## config.mk

```make
export PLATFORM = sky130hd
export DESIGN_NAME = multibank_pingpong_buffer_flat
export DESIGN_NICKNAME = d
export VERILOG_FILES = /design/src/rtl/multibank_pingpong_buffer_if.sv /design/src/rtl/multibank_pingpong_buffer.sv /design/src/flat_wrapper.sv
export SDC_FILE = /design/constraint.sdc
export NUM_CORES = 1
export LEC_CHECK = 0
export CAP_MARGIN = 20
export CORE_UTILIZATION = 55
export DETAILED_ROUTE_END_ITERATION = 8
export GPL_TIMING_DRIVEN = 1
export PLACE_DENSITY = 0.74
export SYNTH_ARGS = -nofsm -noshare
export SYNTH_HDL_FRONTEND = slang
export SYNTH_SLANG_ARGS = --single-unit
```

## constraint.sdc

```tcl
create_clock -name clock -period 3.1 [get_ports clock]
set_clock_uncertainty 0.2 [all_clocks]
set_input_delay 0.775 -clock clock [delete_from_list [all_inputs] [get_ports clock]]
set_output_delay 0.775 -clock clock [all_outputs]
set_load 0.03 [all_outputs]
```

## src/rtl/multibank_pingpong_buffer_if.sv

```systemverilog
// Bus bundle for the N-bank ping-pong buffer: control, write stream and merged read stream.
// master = acquisition/processor side, slave = the buffer itself.
interface multibank_pingpong_buffer_if #(
  parameter int DATA_W  = 16,
  parameter int ADDR_W  = 4,
  parameter int N_BANKS = 2
);
  localparam int BI_W = $clog2(N_BANKS);

  logic              start;
  logic              stop;
  logic [ADDR_W:0]   block_len;
  logic [DATA_W-1:0] din;
  logic              din_valid;
  logic [DATA_W-1:0] dout;
  logic              dout_valid;
  logic              dout_ready;
  logic              dout_last;
  logic              bank_done;
  logic              done;
  logic              overflow;
  logic [15:0]       drop_count;
  logic [BI_W:0]     banks_ready;
  logic [1:0]        state_out;

  modport master (
    output start, stop, block_len, din, din_valid, dout_ready,
    input  dout, dout_valid, dout_last, bank_done, done, overflow, drop_count,
           banks_ready, state_out
  );

  modport slave (
    input  start, stop, block_len, din, din_valid, dout_ready,
    output dout, dout_valid, dout_last, bank_done, done, overflow, drop_count,
           banks_ready, state_out
  );
endinterface

```

## src/rtl/multibank_pingpong_buffer.sv

```systemverilog
// N-bank ping-pong buffer: one bank fills from the acquisition stream while completed
// banks drain in fill order through a synchronous-read memory and a 2-entry output skid.
module multibank_pingpong_buffer #(
  parameter int DATA_W  = 16,
  parameter int ADDR_W  = 4,
  parameter int N_BANKS = 2
) (
  input logic                          clock,
  input logic                          reset,
  multibank_pingpong_buffer_if.slave   bus
);
  localparam int BI_W  = $clog2(N_BANKS);
  localparam int MEM_W = BI_W + ADDR_W;
  localparam logic [ADDR_W:0] DEPTH = {1'b1, {ADDR_W{1'b0}}};

  typedef enum logic [1:0] {S_IDLE = 2'd0, S_RUN = 2'd1, S_FLUSH = 2'd2} state_t;

  state_t            state_q, state_d;
  logic [ADDR_W:0]   len_q, len_d;
  logic [BI_W-1:0]   wr_bank_q, wr_bank_d, rd_bank_q, rd_bank_d;
  logic [ADDR_W-1:0] wr_addr_q, wr_addr_d, rd_addr_q, rd_addr_d;
  logic [N_BANKS-1:0] full_q, full_d;
  logic [ADDR_W:0]   blen_q [N_BANKS];
  logic [ADDR_W:0]   blen_d [N_BANKS];
  logic              overflow_q, overflow_d;
  logic [15:0]       drop_q, drop_d;
  logic              bank_done_q, bank_done_d, done_q, done_d;

  logic [DATA_W-1:0] mem [0:(1<<MEM_W)-1];
  logic [DATA_W-1:0] rdata_p1_q;
  logic              vld_p1_q, last_p1_q;
  logic [DATA_W-1:0] sk_data_q [2];
  logic [DATA_W-1:0] sk_data_d [2];
  logic [1:0]        sk_last_q, sk_last_d, sk_cnt_q, sk_cnt_d, cnt_after;

  logic              run, rd_active, wr_en, drop, wr_last, part_fill, fill;
  logic [ADDR_W:0]   part_len, fill_len;
  logic              pop, fetch, fetch_last;
  logic [2:0]        inflight;
  logic [BI_W:0]     ready_cnt;

  function automatic logic [BI_W-1:0] bank_inc(input logic [BI_W-1:0] b);
    return (b == BI_W'(N_BANKS - 1)) ? '0 : b + 1'b1;
  endfunction

  assign run       = (state_q == S_RUN);
  assign rd_active = (state_q != S_IDLE);
  assign wr_en     = run && bus.din_valid && !full_q[wr_bank_q];
  assign drop      = run && bus.din_valid &&  full_q[wr_bank_q];
  assign wr_last   = wr_en && ({1'b0, wr_addr_q} == len_q - 1'b1);
  assign part_len  = {1'b0, wr_addr_q} + {{ADDR_W{1'b0}}, wr_en};
  assign part_fill = run && bus.stop && !wr_last && (part_len != '0);
  assign fill      = wr_last || part_fill;
  assign fill_len  = wr_last ? len_q : part_len;

  // Stalled output only prefetches into an empty pipe, so a stalled bank is not drained early.
  assign pop        = (sk_cnt_q != 2'd0) && bus.dout_ready;
  assign inflight   = {1'b0, sk_cnt_q} + {2'b00, vld_p1_q};
  assign fetch      = rd_active && full_q[rd_bank_q] &&
                      ((inflight == 3'd0) ||
                       (bus.dout_ready && ((inflight - {2'b00, pop}) < 3'd2)));
  assign fetch_last = fetch && ({1'b0, rd_addr_q} == blen_q[rd_bank_q] - 1'b1);

  always_comb begin
    state_d     = state_q;
    len_d       = len_q;
    wr_bank_d   = wr_bank_q;
    rd_bank_d   = rd_bank_q;
    wr_addr_d   = wr_addr_q;
    rd_addr_d   = rd_addr_q;
    full_d      = full_q;
    blen_d      = blen_q;
    overflow_d  = overflow_q;
    drop_d      = drop_q;
    bank_done_d = 1'b0;
    done_d      = 1'b0;
    case (state_q)
      S_IDLE: if (bus.start) begin
        len_d      = ((bus.block_len == '0) || (bus.block_len > DEPTH)) ? DEPTH : bus.block_len;
        wr_bank_d  = '0;
        rd_bank_d  = '0;
        wr_addr_d  = '0;
        rd_addr_d  = '0;
        overflow_d = 1'b0;
        drop_d     = '0;
        state_d    = S_RUN;
      end
      S_RUN: if (bus.stop) state_d = S_FLUSH;
      S_FLUSH: if ((full_q == '0) && (sk_cnt_q == 2'd0) && !vld_p1_q) begin
        state_d = S_IDLE;
        done_d  = 1'b1;
      end
      default: state_d = S_IDLE;
    endcase
    if (wr_en) wr_addr_d = wr_addr_q + 1'b1;
    if (fill) begin
      full_d[wr_bank_q] = 1'b1;
      blen_d[wr_bank_q] = fill_len;
      wr_bank_d         = bank_inc(wr_bank_q);
      wr_addr_d         = '0;
      bank_done_d       = 1'b1;
    end
    if (drop) begin
      overflow_d = 1'b1;
      if (drop_q != 16'hFFFF) drop_d = drop_q + 16'd1;
    end
    if (fetch) rd_addr_d = rd_addr_q + 1'b1;
    if (fetch_last) begin
      full_d[rd_bank_q] = 1'b0;
      rd_bank_d         = bank_inc(rd_bank_q);
      rd_addr_d         = '0;
    end
  end

  // Output skid: entry 0 is dout; a fetched word lands behind whatever survives this pop.
  always_comb begin
    sk_data_d = sk_data_q;
    sk_last_d = sk_last_q;
    cnt_after = sk_cnt_q - {1'b0, pop};
    if (pop) begin
      sk_data_d[0] = sk_data_q[1];
      sk_last_d[0] = sk_last_q[1];
    end
    if (vld_p1_q) begin
      sk_data_d[cnt_after[0]] = rdata_p1_q;
      sk_last_d[cnt_after[0]] = last_p1_q;
    end
    sk_cnt_d = cnt_after + {1'b0, vld_p1_q};
  end

  always_comb begin
    ready_cnt = '0;
    for (int i = 0; i < N_BANKS; i++) ready_cnt = ready_cnt + {{BI_W{1'b0}}, full_q[i]};
  end

  always_ff @(posedge clock) begin
    if (wr_en) mem[{wr_bank_q, wr_addr_q}] <= bus.din;
    if (fetch) rdata_p1_q <= mem[{rd_bank_q, rd_addr_q}];
  end

  always_ff @(posedge clock or posedge reset) begin
    if (reset) begin
      state_q     <= S_IDLE;
      len_q       <= '0;
      wr_bank_q   <= '0;
      rd_bank_q   <= '0;
      wr_addr_q   <= '0;
      rd_addr_q   <= '0;
      full_q      <= '0;
      blen_q      <= '{default: '0};
      overflow_q  <= 1'b0;
      drop_q      <= '0;
      bank_done_q <= 1'b0;
      done_q      <= 1'b0;
      vld_p1_q    <= 1'b0;
      last_p1_q   <= 1'b0;
      sk_data_q   <= '{default: '0};
      sk_last_q   <= '0;
      sk_cnt_q    <= '0;
    end else begin
      state_q     <= state_d;
      len_q       <= len_d;
      wr_bank_q   <= wr_bank_d;
      rd_bank_q   <= rd_bank_d;
      wr_addr_q   <= wr_addr_d;
      rd_addr_q   <= rd_addr_d;
      full_q      <= full_d;
      blen_q      <= blen_d;
      overflow_q  <= overflow_d;
      drop_q      <= drop_d;
      bank_done_q <= bank_done_d;
      done_q      <= done_d;
      vld_p1_q    <= fetch;
      last_p1_q   <= fetch_last;
      sk_data_q   <= sk_data_d;
      sk_last_q   <= sk_last_d;
      sk_cnt_q    <= sk_cnt_d;
    end
  end

  assign bus.dout        = sk_data_q[0];
  assign bus.dout_valid  = (sk_cnt_q != 2'd0);
  assign bus.dout_last   = sk_last_q[0];
  assign bus.bank_done   = bank_done_q;
  assign bus.done        = done_q;
  assign bus.overflow    = overflow_q;
  assign bus.drop_count  = drop_q;
  assign bus.banks_ready = ready_cnt;
  assign bus.state_out   = state_q;
endmodule

```

## src/flat_wrapper.sv

```systemverilog
// flat-port wrapper written by rule: the top's interface ports become plain ports
module multibank_pingpong_buffer_flat 
#(
  parameter int DATA_W  = 16,
  parameter int ADDR_W  = 4,
  parameter int N_BANKS = 2
)
  (clock, reset, bus_start, bus_stop, bus_block_len, bus_din, bus_din_valid, bus_dout_ready, bus_dout, bus_dout_valid, bus_dout_last, bus_bank_done, bus_done, bus_overflow, bus_drop_count, bus_banks_ready, bus_state_out);
  multibank_pingpong_buffer_if #(.DATA_W(DATA_W), .ADDR_W(ADDR_W), .N_BANKS(N_BANKS)) bus_i ();
  input logic clock;
  input logic reset;
  input wire logic [$bits(bus_i.start)-1:0] bus_start;
  input wire logic [$bits(bus_i.stop)-1:0] bus_stop;
  input wire logic [$bits(bus_i.block_len)-1:0] bus_block_len;
  input wire logic [$bits(bus_i.din)-1:0] bus_din;
  input wire logic [$bits(bus_i.din_valid)-1:0] bus_din_valid;
  input wire logic [$bits(bus_i.dout_ready)-1:0] bus_dout_ready;
  output wire logic [$bits(bus_i.dout)-1:0] bus_dout;
  output wire logic [$bits(bus_i.dout_valid)-1:0] bus_dout_valid;
  output wire logic [$bits(bus_i.dout_last)-1:0] bus_dout_last;
  output wire logic [$bits(bus_i.bank_done)-1:0] bus_bank_done;
  output wire logic [$bits(bus_i.done)-1:0] bus_done;
  output wire logic [$bits(bus_i.overflow)-1:0] bus_overflow;
  output wire logic [$bits(bus_i.drop_count)-1:0] bus_drop_count;
  output wire logic [$bits(bus_i.banks_ready)-1:0] bus_banks_ready;
  output wire logic [$bits(bus_i.state_out)-1:0] bus_state_out;
  assign bus_i.start = bus_start;
  assign bus_i.stop = bus_stop;
  assign bus_i.block_len = bus_block_len;
  assign bus_i.din = bus_din;
  assign bus_i.din_valid = bus_din_valid;
  assign bus_i.dout_ready = bus_dout_ready;
  assign bus_dout = bus_i.dout;
  assign bus_dout_valid = bus_i.dout_valid;
  assign bus_dout_last = bus_i.dout_last;
  assign bus_bank_done = bus_i.bank_done;
  assign bus_done = bus_i.done;
  assign bus_overflow = bus_i.overflow;
  assign bus_drop_count = bus_i.drop_count;
  assign bus_banks_ready = bus_i.banks_ready;
  assign bus_state_out = bus_i.state_out;
  multibank_pingpong_buffer #(.DATA_W(DATA_W), .ADDR_W(ADDR_W), .N_BANKS(N_BANKS)) u_core (.clock(clock), .reset(reset), .bus(bus_i));
endmodule
```

==> results by group <==
Detailed routing
  – Routed length per placed instance: 25.4 µm
  – Via-per-instance ratio: 6.08
  – Starting DRT DRC Count: roughly 1,300
  – Met1 wire length: 21,100 µm
  – Final wirelength: 52,400 µm
  – DRC violations left: 0
  – Wire length on met2: 27,000 µm
  – Met3 Wirelength: 2890 µm
  – Number of routed nets with antenna violations: 0
  – Highest routed layer: met5
  – DR vias: around 13,000
  – Number of search-and-repair iterations in the first detailed-routing pass: 7

Synthesis
  – Cell area after synthesis: 0.0247 mm²
  – Post-synthesis register bit count: 614
  – Share of synthesized flip-flops with an asynchronous set or reset: 14.0%
  – Sequential fraction of the synthesis area: 72.9%
  – Top cell type by total area after synthesis: edfxtp_1
  – Per-instance average area after synthesis: 19.5 µm²
  – Net count after synthesis: 1,311
  – Netlist cell types: 56
  – Number of synthesized flops with an enable pin: 528
  – Area share of the largest cell type after synthesis: between 60% and 70%
  – Top_reg_cell synth: edfxtp_1
  – Syn. warnings: 0
  – Post-Synthesis Cells: 1,265
  – Cell types occupying the most area after synthesis: edfxtp_1 64%, mux4_2 13%, dfrtp_1 8.7%

Clocking
  – Clock slew seen by the registers of the worst setup and hold paths: 60 ps
  – Clock tree root buffer cell: clkbuf_16
  – Later-pin clock latency in the skew report: 610 ps
  – TritonCTS buffer count: 60
  – Post-cts sizing count: 0
  – Total setup buffers inserted after CTS: 0
  – TritonCTS clock tree: yes
  – Number of clock sinks: 614
  – Hold bufs inserted after CTS: 0
  – Maximum clock insertion buffer count: 3
  – CTS H-Tree Depth: 2

GRT
  – Tot GR Track Use: 23.7%
  – Vias in the first global route: between 10,000 and 15,000
  – Global route total overflow: 0
  – First-pass GRT wire length: 80,900 µm
  – Maximum number of pins on one net before global-route repair: 39
  – Number of antenna violations at the first check in global routing: 1

Worst hold path
  – Critical hold path startpoint: u_core.rdata_p1_q[15]
  – Endpoint, Worst Hold: u_core.bus.dout[15]
  – Hold WC Path Type: reg -> reg
  – Number of stages on the worst hold path: 2

Power
  – Total power: around 0.023 W
  – Clock network fraction of design power: ~30%
  – Switch Pwr: 0.00643 W
  – Leakage: 9.55 nW
  – Part of the total power dissipated in combinational logic: 25.5%
  – Fraction of power consumed by sequential logic: roughly 45%
  – Sw Ratio: 28.4%
  – Internal: approximately 0.016 W
  – Pwr per Cell Area: roughly 800 mW/mm²
  – Maximum vdd ir drop: 0.502 mV

Critical path
  – Kind of critical path: reg -> out
  – Critical path endpoint category: output pin
  – Critical Path Source Type: flip-flop
  – Largest fanout of any net on the critical path: 5
  – RR Endpoint: u_core.rdata_p1_q[6]
  – Worst EP arrival: 2060 ps
  – Setup slack of the most critical reg-to-reg path: between 200 and 250 ps
  – R2R cell count: 6
  – Startpoint of the lowest-slack register-to-register path: u_core.rd_addr_q[0]
  – Required time reported for the critical path endpoint: 2120 ps

STA
  – Worst-margin pin slew: 801 ps
  – Post-route clock period utilization: 97.9%
  – Final Hold Fails: 0
  – Max-slew violation total from the final report: 0
  – Total setup violations reported at the end of the flow: 0
  – Unrepaired setup endpoints after global routing: false
  – Period minus WS final: 3030 ps
  – Slew margin rel.: between 40% and 50%
  – Highest Clock Rate: 330 MHz
  – Accumulated negative setup slack: 0 ps

Placement
  – Global placer's final weighted congestion: 0.831
  – Port bufs: 67
  – Post-detailed-placement half-perimeter wirelength: 31,700 µm

Layout
  – Share of cells above drive strength 1: about a quarter
  – Antenna fix cells: 0
  – Fin nets: 1,471
  – Synthesis-to-finish area growth: 17.0%

Floorplanning
  – Top-Level Pins: between 60 and 70
  – Number of rows created at floorplan: 77
  – Die span in y: approximately 210 µm
  – Initial Utilization: 55.8%
  – Width of the die: 214 µm
  – Floorplan die area: roughly 0.046 mm²
  – Core Footprint: about 0.044 mm²

Run
  – Max-cap violations: 0

Status
  – Status: finished, final reports clean
flip-flops by register name, summed over array words and instances (netlist names), 5 cells and up:
signal,flops
u_core.mem,512
u_core.bus.dout,16
u_core.bus.drop_count,16
u_core.rdata_p1_q,16
u_core.sk_data_q,16
u_core.blen_q,10
u_core.len_q,5
cells in the mapped netlist, drive strengths merged (19+ instances only):
cell / number
buf: 49
clkbuf: 26
dfrtp: 86
edfxtp: 528
ha: 19
mux2: 23
mux2i: 65
mux4: 144
nand2: 58
nor2: 66
o21ai: 33
worst max path at each step:
stage,slack (ps),to,depth (start not counted),from
after global routing,2,bus_banks_ready[0],3,u_core.full_q[1]
after floorplan,2,u_core.rd_bank_q,11,u_core.sk_cnt_q[1]
after global placement,-190,u_core.wr_addr_q[3],11,bus_din_valid
after CTS,50,bus_banks_ready[0],3,u_core.full_q[0]
final,70,bus_banks_ready[0],3,u_core.full_q[1]
after detailed placement,-250,u_core.wr_addr_q[3],11,bus_din_valid
power by group through the flow:
stage | logic, W | clock network (W) | registers (W)
floorplan | 0.00411 | 0 | 0.0101
global placement | 0.00564 | 0 | 0.0102
detailed placement | 0.00576 | 0 | 0.0103
CTS | 0.00583 | 0.00688 | 0.0101
global route | 0.00619 | 0.00716 | 0.0102
finish | 0.00576 | 0.00677 | 0.0101
area by class of cell:
type,instances,area (µm²)
Fill cell,2869,15400
Timing Repair Buffer,173,2030
Inverter,17,67.6
Multi-Input combinational cell,559,6250
Sequential cell,614,18000
Clock inverter,28,240
Clock buffer,77,1580
Tap cell,592,741
cell families (layout without fill, tap and decap cells):
| family | count (synthesis) | after routing | share of synthesized area, % |
|---|---|---|---|
| buf+inv | 92 | 295 | 2.01 |
| simple gates | 193 | 193 | 3.75 |
| flops | 614 | 614 | 72.9 |
| compound gates | 96 | 96 | 2.86 |
| fa+ha+maj | 19 | 19 | 0.962 |
| xor+xnor | 19 | 19 | 0.673 |
| mux | 232 | 232 | 16.9 |
routing by layer:
metal / track usage [%] / vias to the layer above
li1: - / 5411
met1: 31.5 / 6577
met2: 40.6 / 439
met3: 3.44 / 96
met4: 7.94 / 2
met5: 0 / -
placed cells by master, fill, tap and decap left out, types with 4 or more instances in the layout:
master / count
nor2_1: 51
clkbuf_1: 16
xnor2_1: 11
inv_1: 15
buf_4: 61
mux2_4: 6
a21oi_1: 12
nor3_1: 11
buf_12: 45
nand4_1: 4
mux2i_1: 65
nand2_1: 57
edfxtp_1: 528
a221oi_1: 16
clkbuf_16: 60
xor2_1: 8
and2_1: 4
nand3b_1: 9
mux2_2: 17
clkinv_1: 12
o211ai_1: 8
o21ai_0: 32
o22a_1: 10
dfrtp_1: 83
clkinv_2: 11
ha_1: 19
or2_2: 4
nor2_2: 15
mux4_2: 144
clkdlybuf4s50_1: 67
nand3_1: 14
worst max-delay path, stage by stage, from the launching register on:
cell and delay, ps:
dfrtp_1 460, inv_1 70, ha_1 280, clkdlybuf4s50_1 660
metrics by stage:
step / setup WS, ps / util (%) / hold WS [ps] / std cells / area [µm²]
floorplan: 2.06 / - / 244 / 1265 / 24700
global placement: -186 / 61.2 / 252 / 1955 / 27100
detailed placement: -245 / 61.2 / 264 / 1955 / 27100
CTS: 45.7 / 65.3 / 276 / 2060 / 28900
global route: 2.36 / 65.3 / 315 / 2060 / 28900
finish: 65.1 / 65.3 / 278 / 2060 / 28900
Power figures use the tool's default switching activity.
